<file path="src/rtl/arb_pkg.sv">
// Shared types and constants for the memory-port arbiter.
package arb_pkg;

  // Command encoding on the memory-controller port.
  typedef enum logic [1:0] {
    OP_NONE = 2'b00,
    OP_RD   = 2'b01,
    OP_WR   = 2'b10
  } op_t;

  // Arbiter transaction states.
  typedef enum logic [1:0] {
    IDLE  = 2'b00,
    ISSUE = 2'b01,
    WAIT  = 2'b10
  } state_t;

  // Requester indices.
  localparam logic REQ_CPU = 1'b0;
  localparam logic REQ_ACC = 1'b1;

  // Only real reads and writes can start a transaction; the unused
  // encoding 2'b11 is treated like OP_NONE so it can never hang WAIT.
  function automatic logic op_is_valid(input logic [1:0] op);
    return (op == OP_RD) || (op == OP_WR);
  endfunction

endpackage

</file>
<file path="src/rtl/rr_pick2.sv">
// Two-way round-robin selector: the requester named by prio wins if it is
// requesting, otherwise the other one does.
module rr_pick2 (
  input  logic [1:0] req,
  input  logic       prio,
  output logic       winner,
  output logic       valid
);

  // Favour prio, fall back to the other requester.
  always_comb begin
    valid  = |req;
    winner = prio;
    if (req[prio]) begin
      winner = prio;
    end else if (req[~prio]) begin
      winner = ~prio;
    end else begin
      winner = prio;
    end
  end

endmodule

</file>
<file path="src/rtl/mem_port_arbiter.sv">
// Shares the single memory-controller command port between the CPU and the
// accelerator. Round-robin, one outstanding transaction at a time.
// Optional build macro ARB_TIMEOUT_EN adds a WAIT-state watchdog and err_o.
module mem_port_arbiter
  import arb_pkg::*;
#(
  parameter int ADDR_W = 16,
  parameter int DATA_W = 32
`ifdef ARB_TIMEOUT_EN
  ,
  parameter int TIMEOUT_CYCLES = 1024
`endif
) (
  input  logic                   clk,
  input  logic                   rst,
  input  logic [1:0]             req_i,
  input  logic [1:0][1:0]        op_i,
  input  logic [1:0][ADDR_W-1:0] addr_i,
  input  logic [1:0][DATA_W-1:0] wdata_i,
  output logic [1:0]             gnt_o,
  output logic [1:0]             done_o,
  output logic [DATA_W-1:0]      rdata_o,
`ifdef ARB_TIMEOUT_EN
  output logic                   err_o,
`endif
  output logic [1:0]             mc_op_o,
  output logic [ADDR_W-1:0]      mc_addr_o,
  output logic [DATA_W-1:0]      mc_wdata_o,
  input  logic                   mc_ready_i,
  input  logic                   mc_tx_done_i,
  input  logic                   mc_rd_valid_i,
  input  logic [DATA_W-1:0]      mc_rdata_i
);

  state_t              state_r;
  state_t              state_nxt_s;
  logic                prio_r;
  logic                owner_r;
  op_t                 op_r;
  logic [ADDR_W-1:0]   addr_r;
  logic [DATA_W-1:0]   wdata_r;
  logic [1:0]          req_ok_s;
  logic                winner_s;
  logic                valid_s;
  logic                grant_s;
  logic                finish_s;
  logic                complete_s;
  logic                timeout_s;

  assign req_ok_s[REQ_CPU] = req_i[REQ_CPU] && op_is_valid(op_i[REQ_CPU]);
  assign req_ok_s[REQ_ACC] = req_i[REQ_ACC] && op_is_valid(op_i[REQ_ACC]);

  rr_pick2 u_pick (
    .req    (req_ok_s),
    .prio   (prio_r),
    .winner (winner_s),
    .valid  (valid_s)
  );

  // Completion strobe matching the registered op; the other strobe is ignored.
  always_comb begin
    complete_s = 1'b0;
    case (op_r)
      OP_RD:   complete_s = mc_rd_valid_i;
      OP_WR:   complete_s = mc_tx_done_i;
      default: complete_s = 1'b0;
    endcase
  end

`ifdef ARB_TIMEOUT_EN
  localparam int CNT_W = $clog2(TIMEOUT_CYCLES + 1);
  logic [CNT_W-1:0] cnt_r;

  assign timeout_s = (cnt_r == CNT_W'(TIMEOUT_CYCLES - 1));

  // Watchdog: cleared while entering WAIT, counts every WAIT cycle.
  always_ff @(posedge clk) begin
    if (rst) begin
      cnt_r <= '0;
    end else if (state_r == ISSUE) begin
      cnt_r <= '0;
    end else if ((state_r == WAIT) && !finish_s) begin
      cnt_r <= cnt_r + CNT_W'(1);
    end
  end

  // Error pulse accompanies done only when the watchdog ended the wait.
  always_ff @(posedge clk) begin
    if (rst) begin
      err_o <= 1'b0;
    end else begin
      err_o <= finish_s && !complete_s;
    end
  end
`else
  assign timeout_s = 1'b0;
`endif

  // Next-state logic plus the grant and finish events that drive the datapath.
  always_comb begin
    state_nxt_s = state_r;
    grant_s     = 1'b0;
    finish_s    = 1'b0;
    case (state_r)
      IDLE: begin
        if (valid_s && mc_ready_i) begin
          state_nxt_s = ISSUE;
          grant_s     = 1'b1;
        end else begin
          state_nxt_s = IDLE;
        end
      end
      ISSUE: begin
        state_nxt_s = WAIT;
      end
      WAIT: begin
        if (complete_s || timeout_s) begin
          state_nxt_s = IDLE;
          finish_s    = 1'b1;
        end else begin
          state_nxt_s = WAIT;
        end
      end
      default: begin
        state_nxt_s = IDLE;
      end
    endcase
  end

  // State register.
  always_ff @(posedge clk) begin
    if (rst) begin
      state_r <= IDLE;
    end else begin
      state_r <= state_nxt_s;
    end
  end

  // Transaction capture, controller drive and completion reporting.
  always_ff @(posedge clk) begin
    if (rst) begin
      prio_r     <= REQ_CPU;
      owner_r    <= REQ_CPU;
      op_r       <= OP_NONE;
      addr_r     <= '0;
      wdata_r    <= '0;
      gnt_o      <= 2'b00;
      done_o     <= 2'b00;
      rdata_o    <= '0;
      mc_op_o    <= OP_NONE;
      mc_addr_o  <= '0;
      mc_wdata_o <= '0;
    end else begin
      done_o  <= 2'b00;
      mc_op_o <= OP_NONE;
      if (grant_s) begin
        owner_r <= winner_s;
        op_r    <= op_t'(op_i[winner_s]);
        addr_r  <= addr_i[winner_s];
        wdata_r <= wdata_i[winner_s];
        gnt_o   <= winner_s ? 2'b10 : 2'b01;
      end
      // The op is presented for one cycle; address and data stay put after.
      if (state_r == ISSUE) begin
        mc_op_o    <= op_r;
        mc_addr_o  <= addr_r;
        mc_wdata_o <= wdata_r;
      end
      if (finish_s) begin
        done_o[owner_r] <= 1'b1;
        gnt_o           <= 2'b00;
        prio_r          <= ~owner_r;
        if ((op_r == OP_RD) && complete_s) begin
          rdata_o <= mc_rdata_i;
        end
      end
    end
  end

endmodule
</file>
<file path="config.mk">
export PLATFORM = sky130hd
export DESIGN_NAME = mem_port_arbiter
export DESIGN_NICKNAME = d
export VERILOG_FILES = /design/src/rtl/arb_pkg.sv /design/src/rtl/rr_pick2.sv /design/src/rtl/mem_port_arbiter.sv
export SDC_FILE = /design/constraint.sdc
export NUM_CORES = 1
export LEC_CHECK = 0
export ABC_AREA = 1
export CORE_UTILIZATION = 45
export CTS_CLUSTER_DIAMETER = 80
export DETAILED_ROUTE_END_ITERATION = 8
export GPL_TIMING_DRIVEN = 0
export MAX_ROUTING_LAYER = met4
export PLACE_DENSITY = 0.87
export SLEW_MARGIN = 20
export SYNTH_ARGS = -nofsm -noshare
export SYNTH_HDL_FRONTEND = slang
export SYNTH_SLANG_ARGS = --single-unit
export TNS_END_PERCENT = 50
</file>
<file path="constraint.sdc">
create_clock -name clk -period 2.16 [get_ports clk]
set_clock_uncertainty 0.1 [all_clocks]
set_input_delay 0.432 -clock clk [delete_from_list [all_inputs] [get_ports clk]]
set_output_delay 0.432 -clock clk [all_outputs]
set_load 0.1 [all_outputs]
</file>
==> impl_metrics.yaml, run 1 <==
logic_synthesis:
  netlist_area_mm2: 0.006022
  ys_warn_count: 0
  synthXorXnorAreaFrac_pct: 0
  synth_nets: 993
  seq_area_frac_synth_pct: 46.54
  synth-adder-area-share_pct: 0.4155
  netlist_instances: 852
  syn_area_per_cell_um2: 7.068
  synth_compound_area_share_pct: 15.56
  synth_simple_gate_area_share_pct: 26.72
  yosysUniqueCellTypes: 24
  muxShareOfSynthArea_pct: 0
  synth_top_family_by_area: "simple AND/OR/NAND/NOR gates"
  ys_seq_elements: 140
timing:
  max_freq_mhz: 467.3
  setup_tns_ns: 0
  setup_ws_ns: 0.01993
  whs_ns: 0.2024
  rsz0062_at_grt: "no"
  fin_crit_sh_pct: 99.08
  setup_viol: 0
  fin_crit_ns: 2.140
  relSlewSlack_pct: 33.36
  finalMaxSlewViolations: 0
  tightest_slew_ns: 1.003
  hold_violations: 0
clock_network:
  clkSlewWorstSetupHoldPaths_ns: 0.05
  cts_max_path_buffers: 2
  htreeDepth: 4
  cts_tree: "yes"
  insertion_delay_ns: 0.42
  holdBufCountCts: 0
  clk_root_buffer_cell: "clkbuf_16"
  cts.sinks: 140
  cts_buffers: 17
outcome:
  status: "finished clean"
place:
  dp_slack_ns: -0.1133
  post_dp_cell_area_mm2: 0.008469
  port_buffers: 223
  finalWeightedCongestion: 0.8877
  dp_hpwl_um: 13510
power_and_ir_drop:
  p_sw_w: 0.002039
  power.density_mw_per_mm2: 787.4
  clockPowerShare_pct: 39.7
  internal_power_w: 0.004949
  ir_worst_vdd_mv: 0.5547
  p_leak_nw: 3.944
  pwr-share-comb_pct: 20.1
  seq_power_share_pct: 40.2
  swShare_pct: 29.17
grt:
  grt_pass1_wl_um: 30390
  first_global_vias: 6265
  grtUsageTotal_pct: 28.07
  antenna_found_initial: 0
  grt_start_max_net_pins: 17
  grt_overflow: 0
setup_path:
  critPathSlowestCell: "dlygate4sd2_1"
  critPathMaxStageDelay_ns: 0.86
  path_buf_inv: 1
  cp_max_fo: 2
  start_kind: "flop"
  worst_setup_path_end_kind: "output pin"
  worstPathRequired_ns: 1.63
  arrival_ns: 1.61
  crit_family: "buffers and inverters"
  crit_type: "reg2out"
  path_cells: "dlygate4sd2_1"
detailed_routing:
  wl_per_cell_um: 14.39
  via_per_inst: 5.054
  drc: 0
  first_iter_violations: 392
  ant_nets: 0
  dr.pass1.iters: 5
  finalWirelength_um: 18390
  vias: 6459
floorplan:
  io_pins: 225
  die_h_um: 117.7
  core_mm2: 0.01282
  dieArea_mm2: 0.01385
  die_w_um: 117.7
  rows: 41
  start_util_pct: 46.96
finish:
  drive_gt1_share_pct: 10.58
  nNetsFinal: 1235
  area_growth_syn_to_layout_pct: 47.37
  num_antenna_cells: 0
  fin_area_mm2: 0.008875
job:
  drv_cap: 0
min_path:
  min_path_type: "in2reg"
-- state kept, by name (all words and copies together), names as in the netlist --
signal and cells:
mc_addr_o 16, done_o 2, rdata_o 32, owner_r 1, mc_op_o 2, gnt_o 2
mc_wdata_o 32, addr_r 16, wdata_r 32, state_r 2, prio_r 1, op_r 2
-- power groups by stage --
stage                     Sequential, W  Combinational, W  Clock [W]
after CTS                       0.00281           0.00142    0.00281
after detailed placement        0.00286           0.00144          0
after floorplan                 0.00327          0.000504          0
after global routing            0.00283           0.00152    0.00295
final                           0.00281           0.00140    0.00277
after global placement          0.00286           0.00142          0
-- final timing paths --
path	from	slack, ns	endpoint	cells past startpoint
hold reg to reg	rdata_o[20]	0.36	rdata_o[20]	2
setup reg to reg	op_r[1]	0.28	rdata_o[19]	11
hold / removal	rst	0.20	rdata_o[3]	2
setup / recovery	rdata_o[27]	0.02	rdata_o[27]	1
-- worst register-to-register path: stages (launching register included) --
cell and delay [ns]:
dfxtp_1 0.36, inv_1 0.07, ha_1 0.17, buf_2 0.16, nand2_1 0.07, nand2_1 0.08
nand3_2 0.10, inv_2 0.08, nand2_2 0.11, buf_2 0.25, nand2_1 0.10, a21oi_1 0.15
-- cell usage in the layout, fill, tap and decap left out, types with 3 or more instances in the layout --
cell,n
a21oi_1,85
buf_2,16
buf_4,21
buf_6,7
clkbuf_1,24
clkbuf_16,17
clkbuf_2,31
clkbuf_8,5
clkdlybuf4s15_1,36
clkdlybuf4s15_2,6
clkdlybuf4s50_1,137
clkinv_2,3
dfxtp_1,140
dlygate4sd2_1,14
inv_1,62
nand2_1,98
nand3_1,86
nand3_2,3
nor2_1,200
o21ai_0,88
o21ai_1,11
-- final cells by class --
cell class,instances,area (µm²)
multi-input combinational,580,2571
fill,1084,3950
clock buffer,25,505.5
clock inverter,6,60.06
timing repair buffer,223,2072
buffer,68,407.9
sequential,140,2803
tap,172,215.2
inverter,64,240.2
-- logic make-up after synthesis --
| group | count (synthesis) |
|---|---|
| fa+ha+maj | 2 |
| simple gates | 392 |
| compound gates | 186 |
| buf+inv | 132 |
| flops | 140 |
-- synthesized netlist by cell type --
cell	instances	area [µm²]
a21o_1	1	7.510
a21oi_1	85	425.4
a21oi_2	1	8.760
buf_1	2	7.510
buf_2	16	80.08
buf_4	21	157.7
buf_6	7	78.83
clkbuf_1	21	78.83
clkbuf_2	1	5.000
dfxtp_1	140	2803
ha_1	2	25.02
inv_1	62	232.7
inv_2	2	7.510
nand2_1	98	367.9
nand2_2	1	6.260
nand3_1	86	430.4
nand3_2	3	30.03
nand4_1	1	6.260
nor2_1	200	750.7
nor2_2	1	6.260
nor3_1	1	5.000
o21ai_0	88	440.4
o21ai_1	11	55.05
or2_1	1	6.260
-- metrics by stage --
stage	instances	power, W	utilization, %
floorplan	852	0.003770	-
global placement	1247	0.004279	66.04
detailed placement	1247	0.004299	66.04
CTS	1278	0.007028	70.02
global route	1278	0.007290	69.20
finish	1278	0.006988	69.20
-- layer usage --
metal	wire length, µm	part of all wire, %	vias to the layer above	global-route usage (%)
met4	505	2.7	0	11.38
met1	7707	42	2941	31.60
met2	9001	49	267	48.01
met5	0	0	-	-
met3	1179	6.4	38	6.250
li1	-	-	3213	-
-- timing repair --
item / CTS / global route
setup endpoints to repair: 86 / 61
hold endpoints to repair: 0 / 0
gates resized for setup: 128 / 66
setup buffers: 0 / 0
Power figures use the tool's default switching activity.
==> run 2, diff against run 1 <==
Settings changed: CTS_CLUSTER_SIZE set to 40.
==> results of run 2 <==
Same layout as run 1: the final DEF is identical, and so are final timing and power.
